$ cat src/rtl/id_exe_stage_reg_pkg.sv
// Shared decode definitions for the ID/EXE boundary.
// Contents: ARM condition codes, data-processing opcodes, EXE ALU command
// encodings, instruction mode encodings and status-flag bit positions.
package id_exe_stage_reg_pkg;

  // ARM condition field, EQ..AL plus the never-execute code.
  typedef enum logic [3:0] {
    COND_EQ = 4'b0000,
    COND_NE = 4'b0001,
    COND_CS = 4'b0010,
    COND_CC = 4'b0011,
    COND_MI = 4'b0100,
    COND_PL = 4'b0101,
    COND_VS = 4'b0110,
    COND_VC = 4'b0111,
    COND_HI = 4'b1000,
    COND_LS = 4'b1001,
    COND_GE = 4'b1010,
    COND_LT = 4'b1011,
    COND_GT = 4'b1100,
    COND_LE = 4'b1101,
    COND_AL = 4'b1110,
    COND_NV = 4'b1111
  } cond_e;

  // Instruction class decoded from bits [27:26].
  typedef enum logic [1:0] {
    MODE_ARITH  = 2'b00,
    MODE_MEM    = 2'b01,
    MODE_BRANCH = 2'b10
  } mode_e;

  // Data-processing opcode field.
  localparam logic [3:0] OP_AND = 4'b0000;
  localparam logic [3:0] OP_EOR = 4'b0001;
  localparam logic [3:0] OP_SUB = 4'b0010;
  localparam logic [3:0] OP_RSB = 4'b0011;
  localparam logic [3:0] OP_ADD = 4'b0100;
  localparam logic [3:0] OP_ADC = 4'b0101;
  localparam logic [3:0] OP_SBC = 4'b0110;
  localparam logic [3:0] OP_RSC = 4'b0111;
  localparam logic [3:0] OP_TST = 4'b1000;
  localparam logic [3:0] OP_TEQ = 4'b1001;
  localparam logic [3:0] OP_CMP = 4'b1010;
  localparam logic [3:0] OP_CMN = 4'b1011;
  localparam logic [3:0] OP_ORR = 4'b1100;
  localparam logic [3:0] OP_MOV = 4'b1101;
  localparam logic [3:0] OP_BIC = 4'b1110;
  localparam logic [3:0] OP_MVN = 4'b1111;

  // ALU command driven into EXE. Several opcodes share a command
  // (CMP uses SUB, TST uses AND, LDR/STR use ADD for address generation).
  localparam logic [3:0] EXE_NOP = 4'b0000;
  localparam logic [3:0] EXE_MOV = 4'b0001;
  localparam logic [3:0] EXE_ADD = 4'b0010;
  localparam logic [3:0] EXE_ADC = 4'b0011;
  localparam logic [3:0] EXE_SUB = 4'b0100;
  localparam logic [3:0] EXE_SBC = 4'b0101;
  localparam logic [3:0] EXE_AND = 4'b0110;
  localparam logic [3:0] EXE_ORR = 4'b0111;
  localparam logic [3:0] EXE_EOR = 4'b1000;
  localparam logic [3:0] EXE_MVN = 4'b1001;
  localparam logic [3:0] EXE_CMP = EXE_SUB;
  localparam logic [3:0] EXE_TST = EXE_AND;
  localparam logic [3:0] EXE_LDR = EXE_ADD;
  localparam logic [3:0] EXE_STR = EXE_ADD;

  // Bit positions inside the 4-bit status word {N,Z,C,V}.
  localparam int unsigned STATUS_N = 3;
  localparam int unsigned STATUS_Z = 2;
  localparam int unsigned STATUS_C = 1;
  localparam int unsigned STATUS_V = 0;

endpackage

$ cat src/rtl/id_exe_stage_reg_condition_check.sv
// condition_check: combinational ARM condition evaluation.
// Ports:
//   cond_i      4-bit condition field of the instruction
//   status_i    current flags {N,Z,C,V}
//   cond_pass_o 1 when the instruction should execute
module condition_check
  import id_exe_stage_reg_pkg::*;
(
  input  logic [3:0] cond_i,
  input  logic [3:0] status_i,
  output logic       cond_pass_o
);

  logic n, z, c, v;

  assign n = status_i[STATUS_N];
  assign z = status_i[STATUS_Z];
  assign c = status_i[STATUS_C];
  assign v = status_i[STATUS_V];

  always_comb begin
    cond_pass_o = 1'b0;
    case (cond_e'(cond_i))
      COND_EQ: cond_pass_o = z;
      COND_NE: cond_pass_o = ~z;
      COND_CS: cond_pass_o = c;
      COND_CC: cond_pass_o = ~c;
      COND_MI: cond_pass_o = n;
      COND_PL: cond_pass_o = ~n;
      COND_VS: cond_pass_o = v;
      COND_VC: cond_pass_o = ~v;
      COND_HI: cond_pass_o = c & ~z;
      COND_LS: cond_pass_o = ~c | z;
      COND_GE: cond_pass_o = (n == v);
      COND_LT: cond_pass_o = (n != v);
      COND_GT: cond_pass_o = ~z & (n == v);
      COND_LE: cond_pass_o = z | (n != v);
      COND_AL: cond_pass_o = 1'b1;
      default: cond_pass_o = 1'b0;
    endcase
  end

endmodule

$ cat src/rtl/id_exe_stage_reg.sv
// id_exe_stage_reg: ID->EXE pipeline register.
// Captures decoded control bits, operands and instruction fields one cycle
// after decode. Control bits are squashed on a branch flush, a data hazard
// or a failed condition; everything freezes while hold is high. Squashed
// slots are counted in a saturating bubble counter.
// Ports:
//   clk, rst (sync, active-high), hold, flush, hazard
//   cond, status                          condition evaluation inputs
//   *_in                                  decoded control/operand/field inputs
//   wb_en..src2, status_q                 registered outputs
//   bubble_cnt                            saturating bubble count
module id_exe_stage_reg
  import id_exe_stage_reg_pkg::*;
#(
  parameter int unsigned DATA_W = 32,
  parameter int unsigned CNT_W  = 16
) (
  input  logic              clk,
  input  logic              rst,
  input  logic              hold,
  input  logic              flush,
  input  logic              hazard,
  input  logic [3:0]        cond,
  input  logic [3:0]        status,
  input  logic              wb_en_in,
  input  logic              mem_r_in,
  input  logic              mem_w_in,
  input  logic              b_in,
  input  logic              s_in,
  input  logic [3:0]        exe_cmd_in,
  input  logic [DATA_W-1:0] pc_in,
  input  logic [DATA_W-1:0] val_rn_in,
  input  logic [DATA_W-1:0] val_rm_in,
  input  logic              imm_in,
  input  logic [11:0]       shift_op_in,
  input  logic [23:0]       simm24_in,
  input  logic [3:0]        dest_in,
  input  logic [3:0]        src1_in,
  input  logic [3:0]        src2_in,
  output logic              wb_en,
  output logic              mem_r,
  output logic              mem_w,
  output logic              b,
  output logic              s,
  output logic [3:0]        exe_cmd,
  output logic [DATA_W-1:0] pc,
  output logic [DATA_W-1:0] val_rn,
  output logic [DATA_W-1:0] val_rm,
  output logic              imm,
  output logic [11:0]       shift_op,
  output logic [23:0]       simm24,
  output logic [3:0]        dest,
  output logic [3:0]        src1,
  output logic [3:0]        src2,
  output logic [3:0]        status_q,
  output logic [CNT_W-1:0]  bubble_cnt
);

  logic             cond_pass;
  logic             squash;
  logic [CNT_W-1:0] bubble_cnt_d;

  condition_check u_condition_check (
    .cond_i      (cond),
    .status_i    (status),
    .cond_pass_o (cond_pass)
  );

  // Flush and bubble clear the same bits, so one squash term covers both
  // and a simultaneous flush+hazard is counted once.
  always_comb begin
    squash       = flush | hazard | ~cond_pass;
    bubble_cnt_d = bubble_cnt;
    if (squash && (bubble_cnt != '1)) begin
      bubble_cnt_d = bubble_cnt + 1'b1;
    end
  end

  always_ff @(posedge clk) begin
    if (rst) begin
      wb_en      <= 1'b0;
      mem_r      <= 1'b0;
      mem_w      <= 1'b0;
      b          <= 1'b0;
      s          <= 1'b0;
      exe_cmd    <= EXE_NOP;
      pc         <= '0;
      val_rn     <= '0;
      val_rm     <= '0;
      imm        <= 1'b0;
      shift_op   <= '0;
      simm24     <= '0;
      dest       <= '0;
      src1       <= '0;
      src2       <= '0;
      status_q   <= '0;
      bubble_cnt <= '0;
    end else if (!hold) begin
      // Data fields and source indices load even in squashed slots so
      // forwarding logic still sees the register indices.
      pc         <= pc_in;
      val_rn     <= val_rn_in;
      val_rm     <= val_rm_in;
      imm        <= imm_in;
      shift_op   <= shift_op_in;
      simm24     <= simm24_in;
      dest       <= dest_in;
      src1       <= src1_in;
      src2       <= src2_in;
      status_q   <= status;
      bubble_cnt <= bubble_cnt_d;
      if (squash) begin
        wb_en   <= 1'b0;
        mem_r   <= 1'b0;
        mem_w   <= 1'b0;
        b       <= 1'b0;
        s       <= 1'b0;
        exe_cmd <= EXE_NOP;
      end else begin
        wb_en   <= wb_en_in;
        mem_r   <= mem_r_in;
        mem_w   <= mem_w_in;
        b       <= b_in;
        s       <= s_in;
        exe_cmd <= exe_cmd_in;
      end
    end
  end

endmodule
$ cat config.mk
export PLATFORM = sky130hd
export DESIGN_NAME = id_exe_stage_reg
export DESIGN_NICKNAME = d
export VERILOG_FILES = /design/src/rtl/id_exe_stage_reg_pkg.sv /design/src/rtl/id_exe_stage_reg_condition_check.sv /design/src/rtl/id_exe_stage_reg.sv
export SDC_FILE = /design/constraint.sdc
export NUM_CORES = 1
export LEC_CHECK = 0
export ABC_AREA = 0
export BUFFER_PORTS_ARGS = -buffer_cell sky130_fd_sc_hd__buf_2
export CAP_MARGIN = 5
export CORE_AREA = 2 2 132 134
export CTS_CLUSTER_DIAMETER = 40
export DETAILED_ROUTE_END_ITERATION = 16
export DIE_AREA = 0 0 134 136
export HOLD_SLACK_MARGIN = 0.05
export PLACE_DENSITY = 0.71
export SLEW_MARGIN = 20
export SYNTH_ARGS = -nofsm -noshare
export SYNTH_HDL_FRONTEND = slang
export SYNTH_SLANG_ARGS = --single-unit
$ cat constraint.sdc
create_clock -name clk -period 3.1 [get_ports clk]
set_input_delay 0.31 -clock clk [delete_from_list [all_inputs] [get_ports clk]]
set_output_delay 0.31 -clock clk [all_outputs]
set_load 0.005 [all_outputs]
# After elaboration in Yosys (flattened, before gate mapping)

Index checks and enable logic that the tools add are counted.

Add/sub/neg operators: 1
Eq/ne operators: 17
Muxes and demuxes: 7
Bitwise gates (word level): 12
Reduce and logical (&&, ||, !) cells: 3

Operator list:

| kind                                          | number |
|---|---|
| == test 4 bit, second input constant          | 7 |
| adder 16 x 1 -> 16 bit, second input constant | 1 |
| == test 4 x 3 -> 1 bit, second input constant | 4 |
| != test 16 bit, second input constant         | 1 |
| one-hot mux 1 bit (15 select lines)           | 1 |
| == test 4 x 2 -> 1 bit, second input constant | 2 |
| inverter 1 bit                                | 6 |
| 2-to-1 mux 1 bit                              | 5 |
| == test 4 x 1 -> 1 bit, second input constant | 1 |
| logical NOT 4 bit                             | 1 |
| 2-to-1 mux 4 bit                              | 1 |
| bitwise OR 1 bit                              | 4 |
| bitwise AND 1 bit                             | 2 |
| AND reduction 2 bit                           | 1 |
| == test 1 bit                                 | 1 |
| logical AND 1 bit                             | 1 |
| != test 1 bit                                 | 1 |

Register bits after elaboration: 174
Bits of input ports: 167
Output and inout bits: 174
Logic and storage cells: 57

# Logic depth before layout (Yosys ltp)

Gate-level depths: netlist (run 1).

Depth in word-level cells: 7
Gate-level depth with buffers: 9
Mapped depth without buffers: 7

# By module

A second synthesis (run 1) with hierarchy kept.

Cell total of the unflattened synthesis: 645
Area, all modules: 6,576.3 sq um

By module, submodules not included:

| module           | instances | cells each | area each (sq um) | seq. area each (sq um) |
|---|---|---|---|---|
| id_exe_stage_reg | 1         | 617        | 6,382.4           | 3,483.3 |
| condition_check  | 1         | 28         | 193.9             | 0.0 |

# Worst setup path before layout (run 1)

Ideal clock, no wire load.

Path type: input-to-reg
From: in cond[2]
To: reg bubble_cnt[2]
Library setup time: 0.123 ns
Arrival time: 2.257 ns
Data required time: 2.977 ns
Slack: 0.720 ns
Cell stages on the path: 8
Path buffers: 2
Path through: buf_6 mux2_4 a32o_1 a221o_1 a311o_1 buf_6 nor4b_2 mux2_1

Cells in the longest elaborated chain, start to end: 6
Elaborated cells on any way between the ends: 20
Those cells by class: eq/ne (14); mux (1); bitwise (2); reduce/logical (3)

Ends and longest elaborated chain:

| what                                    | line                                   | RTL |
|---|---|---|
| start: declaration                      | id_exe_stage_reg.sv:23                 | `input logic [3:0] cond,` |
| == test 4 bit (tied with other cells)   | id_exe_stage_reg_condition_check.sv:23 | `case (cond_e'(cond_i))` |
| one-hot mux 1 bit (15 select lines) (*) | id_exe_stage_reg_condition_check.sv:23 |  |
| inverter 1 bit (*)                      | id_exe_stage_reg.sv:72                 | `squash = flush \| hazard \| ~cond_pass;` |
| bitwise OR 1 bit (*)                    | id_exe_stage_reg.sv:72                 |  |
| logical AND 1 bit (*)                   | id_exe_stage_reg.sv:74                 | `if (squash && (bubble_cnt != '1)) begin` |
| AND reduction 2 bit (no line) (*)       | n/a                                    |  |
| end signal: assignment                  | id_exe_stage_reg.sv:111                | `bubble_cnt <= bubble_cnt_d;` |
| end: declaration                        | id_exe_stage_reg.sv:56                 | `output logic [CNT_W-1:0] bubble_cnt` |

Every way passes the cells marked *; elsewhere a longest branch is shown, timed or not.
A chain may end at the register's enable or synchronous reset.

# Worst setup path after layout (run 1)

From: reg bubble_cnt[0]
To: reg bubble_cnt[14]

Cells in the longest elaborated chain, start to end: 3
Elaborated cells on any way between the ends: 4
Those cells by class: add/sub (1); eq/ne (1); reduce/logical (2)

Ends and longest elaborated chain:

| what |
|---|
| branches (longest 3 deep; another with adder 16 x 1 -> 16 bit) |

Parallel ways; which one is timed is not known.

==> metrics, run 1 <==
clk_lat worst skew between 0.4 and 0.5 ns; R2R cell count 7; Die W 134 um; Final Hold Violating Endpoints 0; drt initial violations 293; post-synthesis compound-gate area fraction 0.03674; P&R area growth vs syn 37.55%; synth unique cells 44; xor-xnor portion of the synthesized cell area 0.001319; CP Capture Type register; First-pass DRT Iterations 4; most frequent cells in the layout buf_2, dfxtp_1, nor2_1; Netlist Area Pre-Place around 6600 um2; Peak VDD IR ~0.35 mV; WHS Endpoint pc[12]; register bit total from synthesis 174; Clock Skews roughly 0.0024 ns; fin. max-slew vios 0; class of the most critical setup path register to register; Post-Syn Instances 660; maximum fanout along the worst path 7; Starting Density 0.3935; post-synthesis adder-cell area fraction 0.001884; worst hold slack 0.1154 ns; Core ar. 16880 um2; vias in the first global route 5427; slew at the pin with the worst max-slew slack 0.7106 ns; TritonCTS clock tree yes; Placer Congestion 0.7887; postcts setup bufs 0; hold-fix buffers at CTS 0; syn nets 828; main flop type after synthesis dfxtp_1; RSZ-0062 raised after global routing false; Total Power ~0.0052 W; CP required approximately 3.4 ns; final wirelength approximately 17000 um; Rel. slew slack 0.5262; largest family of logic cells by synthesized area multiplexers; drt drc 0; DP Worst Slack 0.4648 ns; Detail Placement HPWL approximately 12000 um; via count 5721; Crit Reg-Reg Endpoint bubble_cnt[14]; Yosys warnings 0; Seq/Total Area, Yosys 0.5245; antenna cell count 0; initial antenna violation count 0; max cap viols 0; setup slack after layout 0.7992 ns; Routed wire per std cell between 10 and 15 um; DR vias/cell 4.713; Hold Crit Class primary input to register; fin crit share 0.7422; CTS Root Cell clkbuf_16; Pwr per Cell Area ~570 nW/um2; R2R setup slack 0.80 ns; die area 18220 um2; Die H 136 um; clk sink count 174; Tmin final 2.301 ns; io pins 341; share of cells above drive strength 1 0.3873; first-pass GRT wire length about 27000 um; worst reg2reg path startpoint bubble_cnt[0]; GRT Overall Usage 0.1826; Worst Hold Depth 3; Max Fclk 434.6 MHz; cts bufs inserted 17; Mapped Avg Cell Area 10.06 um2; I/O Buffers 340; CTS Buffer Depth 2; post-synthesis mux area share 0.2398; status complete, no violations; Post-synth EDFFs 0; final setup TNS 0 ns; startpoint types register; CTS clk-pin slew, worst paths 0.07 ns; H-tree levels 4; Synth Area in Simple Gates 0.1633; Rows between 40 and 50; register area between 3000 and 4000 um2; LEAKAGE 4.696 nW; area of the multi-input gates approximately 2900 um2; fillers 1550; global route overflow 0; largest net degree at the start of global routing 94; ys async rst share 0; final setup vio count 0; crit path DAT 2.61 ns; Nets 1144; most common cell after layout, fill and taps aside buf_2; Routed Antenna Nets 0; Hold Crit Start pc_in[12]; post-CTS resize count 0
[registers in the layout, indices dropped and copies added (netlist names), 12 cells and up]
| signal | flops |
|---|---|
| bubble_cnt | 16 |
| pc | 32 |
| shift_op | 12 |
| simm24 | 24 |
| val_rm | 32 |
| val_rn | 32 |
[synth_stat cells, types with 2 or more instances]
library cell	n	share of area
dfxtp_1	174	0.52
nor2_1	157	0.089
mux2i_1	152	0.23
clkbuf_1	24	0.014
a21oi_1	20	0.015
buf_1	18	0.010
nand2_1	16	0.0090
nand3b_1	10	0.011
or4_1	10	0.011
nor2b_1	9	0.0085
o31ai_1	7	0.0079
nand2b_1	5	0.0047
nand4_1	5	0.0047
or3_1	5	0.0047
buf_2	4	0.0030
nand3_1	4	0.0030
nor3_1	4	0.0030
o21ai_0	4	0.0030
mux2_2	3	0.0051
buf_6	2	0.0034
inv_1	2	0.0011
mux2_1	2	0.0034
nor4_1	2	0.0019
[cells by family (layout without fill, tap and decap cells)]
kind of cell    count (synthesis)  after routing
simple gates                  236            236
flops                         174            174
mux                           158            158
buf+inv                        51            380
compound gates                 39             39
fa+ha+maj                       1              1
xor+xnor                        1              1
[metrics by stage]
step / area [um2] / std cells / util
6_report: 9135 / 1214 / 0.5413
5_1_grt: 9135 / 1214 / 0.5413
4_1_cts: 9135 / 1214 / 0.5413
3_5_place_dp: 8523 / 1182 / 0.5050
3_3_place_gp: 8523 / 1182 / 0.5050
2_1_floorplan: 6641 / 660 / -
[cell type report]
cell class	instances	share of cell area
multi-input cells	435	0.3221
repair buffers	346	0.1979
inverters	2	0.0008218
clock inverters	13	0.01959
clock buffers	19	0.04739
well taps	225	0.03082
flip-flops and latches	174	0.3813
[critical path, stage by stage, from the launching register on]
cell and delay, ns:
dfxtp_1 0.36, ha_1 0.23, nand3_1 0.17, or3_1 0.16, nor3_1 0.05, or4_1 0.54, nor4_1 0.31, mux2_2 0.37
[report_power, final]
group          leakage (nW)  switching [W]  internal, W
logic                  2.97       0.000275     0.000295
registers              1.43      0.0000574      0.00235
clock network         0.289       0.000926      0.00129
total                  4.70        0.00126      0.00394
[worst max-delay path by stage]
stage                  start             end  slack [ns]  depth (start not counted)
2_1_floorplan        cond[2]   bubble_cnt[2]        0.72                          8
6_report       bubble_cnt[0]  bubble_cnt[14]        0.80                          7
3_5_place_dp         cond[2]   bubble_cnt[9]        0.46                          8
4_1_cts        bubble_cnt[0]  bubble_cnt[14]        0.79                          7
5_1_grt        bubble_cnt[0]  bubble_cnt[14]        0.65                          7
3_3_place_gp         cond[2]   bubble_cnt[9]        0.51                          8
[metal layers]
metal  vias to the layer above  GRT usage  wire length, um
met5                         -          0                0
met4                         0    0.07270              419
met3                        30    0.06525             1404
met2                       209     0.3009             8140
met1                      2590     0.2177             7262
li1                       2892          -                -
(Power assumes the default switching activity.)
==> run 2, diff against run 1 <==
==> constraint.sdc (replaced) <==
create_clock -name clk -period 2.22 [get_ports clk]
set_input_delay 0.222 -clock clk [delete_from_list [all_inputs] [get_ports clk]]
set_output_delay 0.222 -clock clk [all_outputs]
set_load 0.005 [all_outputs]
==> run 2 against run 1 <==
  * Wire length up 21%
  * Clock-buffer cell count unchanged
  * Power up 43%
  * Final area up 18%
  * Clock power up 36%
  * Die area unchanged
==> metrics, run 2 (synthesis gave the netlist of run 1 again) <==
Max Fclk 471.1 MHz (+8.4%); CP required 2.57 ns (-0.84 ns); crit path DAT 2.47 ns (-0.14 ns); placed inst area 8741 um2 (+2.6%); Clock Skews 0.003245 ns (+0.0008299 ns); Placer Congestion 0.7976 (+1.1%); worst reg2reg path startpoint bubble_cnt[0]; cts bufs inserted 17 (unchanged); Rows 48 (unchanged); die area 18220 um2 (unchanged); global route overflow 0 (unchanged); WHS Endpoint dest[3]; Die H 136 um (unchanged); maximum fanout along the worst path 6 (-1); Peak VDD IR 0.6363 mV (+84%); io pins 341 (unchanged); P&R area growth vs syn 62.08%; DR vias/cell 4.788 (+1.6%); RSZ-0062 raised after global routing false; TritonCTS clock tree yes; clk sink count 174 (unchanged); Nets 1310 (+15%); I/O Buffers 340 (unchanged); max cap viols 0 (unchanged); Starting Density 0.3935 (unchanged); Final Cell Area 10760 um2 (+18%); Pwr per Cell Area 691.6 nW/um2 (+22%); CP Capture Type register; postcts setup bufs 0 (unchanged); status complete, no violations; CTS Buffer Depth 2 (unchanged); GRT Overall Usage 0.2189 (+0.03628); Total Power 0.007444 W (+43%); startpoint types register; Routed Antenna Nets 0 (unchanged); CTS Root Cell clkbuf_16; setup slack after layout 0.09727 ns (-0.7019 ns); final wirelength 20880 um (+21%); R2R cell count 8 (+1); Tmin final 2.123 ns (-0.1781 ns); antenna cell count 0 (unchanged); share of cells above drive strength 1 0.3584 (-0.02882); fin. max-slew vios 0 (unchanged); class of the most critical setup path register to register; most common cell after layout, fill and taps aside buf_2; worst hold slack 0.06912 ns (-0.04632 ns); fillers 1297 (-16%); fin crit share 0.9562 (+0.2140); final setup vio count 0 (unchanged); Core ar. 16880 um2 (unchanged); Hold Crit Start dest_in[3]; most frequent cells in the layout buf_2, dfxtp_1, nor2_1; vias in the first global route 6574 (+21%); drt drc 0 (unchanged); Detail Placement HPWL 12660 um (+2.7%); Hold Crit Class primary input to register; first-pass GRT wire length 31880 um (+19%); initial antenna violation count 0 (unchanged); Worst Hold Depth 3 (unchanged); clk_lat worst skew 0.41 ns (about the same); Crit Reg-Reg Endpoint bubble_cnt[10]; Final Hold Violating Endpoints 0 (unchanged); First-pass DRT Iterations 4 (unchanged); final setup TNS 0 ns (unchanged); CTS clk-pin slew, worst paths 0.07 ns (about the same); LEAKAGE 5.413 nW (+15%); largest net degree at the start of global routing 106 (+13%); Die W 134 um (unchanged); H-tree levels 4 (unchanged); slew at the pin with the worst max-slew slack 0.7321 ns (+0.02145 ns); Routed wire per std cell 15.13 um (+6.6%); drt initial violations 270 (-7.8%); Top Registers pc (32), val_rm (32), val_rn (32); Rel. slew slack 0.5119 (-0.01430); DP Worst Slack -0.1981 ns (-0.6629 ns); via count 6607 (+15%); R2R setup slack 0.1 ns (-0.70 ns)
## run 2: cell count changes in the layout (fill, tap and decap cells not counted), sizes merged
cell / delta
dlygate4sd3: +141
buf: +25
bufinv: -2
inv: +2
clkinv: -1
clkinvlp: +1
## run 2: how the worst max path moves through the flow
stage | start | slack, ns | end | cells after the start
after floorplan | cond[2] | -0.03 | bubble_cnt[2] | 8
after global placement | cond[2] | -0.14 | bubble_cnt[9] | 8
after detailed placement | cond[2] | -0.20 | bubble_cnt[9] | 8
after CTS | bubble_cnt[0] | 0.05 | bubble_cnt[10] | 8
after global routing | bubble_cnt[0] | 0.008 | bubble_cnt[10] | 8
final | bubble_cnt[0] | 0.1 | bubble_cnt[10] | 8
## run 2: worst max-delay path, cell delays in order, from the launching register on
cell     delay, ns
dfxtp_1       0.31
ha_1          0.24
nand3_2       0.12
or3_4         0.14
nor3_2        0.04
or4_4         0.44
buf_4         0.17
or4_1         0.46
a21oi_1       0.14
## run 2: timing repair
item | 4_1_cts | 5_1_grt
endpoints found under the hold margin | 141 | 0
setup endpoints to repair | 2 | 2
gates resized for setup | 2 | 1
pin swaps | 0 | 0
hold buffers | 141 | 0
## run 2: through the flow
step / instances / util
after floorplan: 660 / -
after global placement: 1207 / 0.5179
after detailed placement: 1207 / 0.5179
after CTS: 1380 / 0.6376
after global routing: 1380 / 0.6378
final: 1380 / 0.6378
## run 2: power breakdown
group          internal (W)  switching, W  total, W
clock network       0.00166       0.00135   0.00301
registers           0.00329     0.0000826   0.00337
logic              0.000603      0.000458   0.00106
total               0.00555       0.00190   0.00744
## run 2: layer usage
layer	routed length, um	share of wire	GRT usage	vias to the layer above
met2	10830	0.52	0.4066	254
met1	8154	0.39	0.2339	3098
met3	1457	0.070	0.06674	36
li1	-	-	-	3219
met4	432	0.021	0.07920	0
met5	0	0	0	-
## run 2: final cells by class
class | instances | area (um2) | share of cell area
repair buffers | 512 | 3432 | 0.3188
multi-input cells | 435 | 2962 | 0.2751
well taps | 225 | 281.5 | 0.02615
clock buffers | 19 | 452.9 | 0.04208
flip-flops and latches | 174 | 3483 | 0.3236
clock inverters | 13 | 145.1 | 0.01348
inverters | 2 | 7.507 | 0.0006974
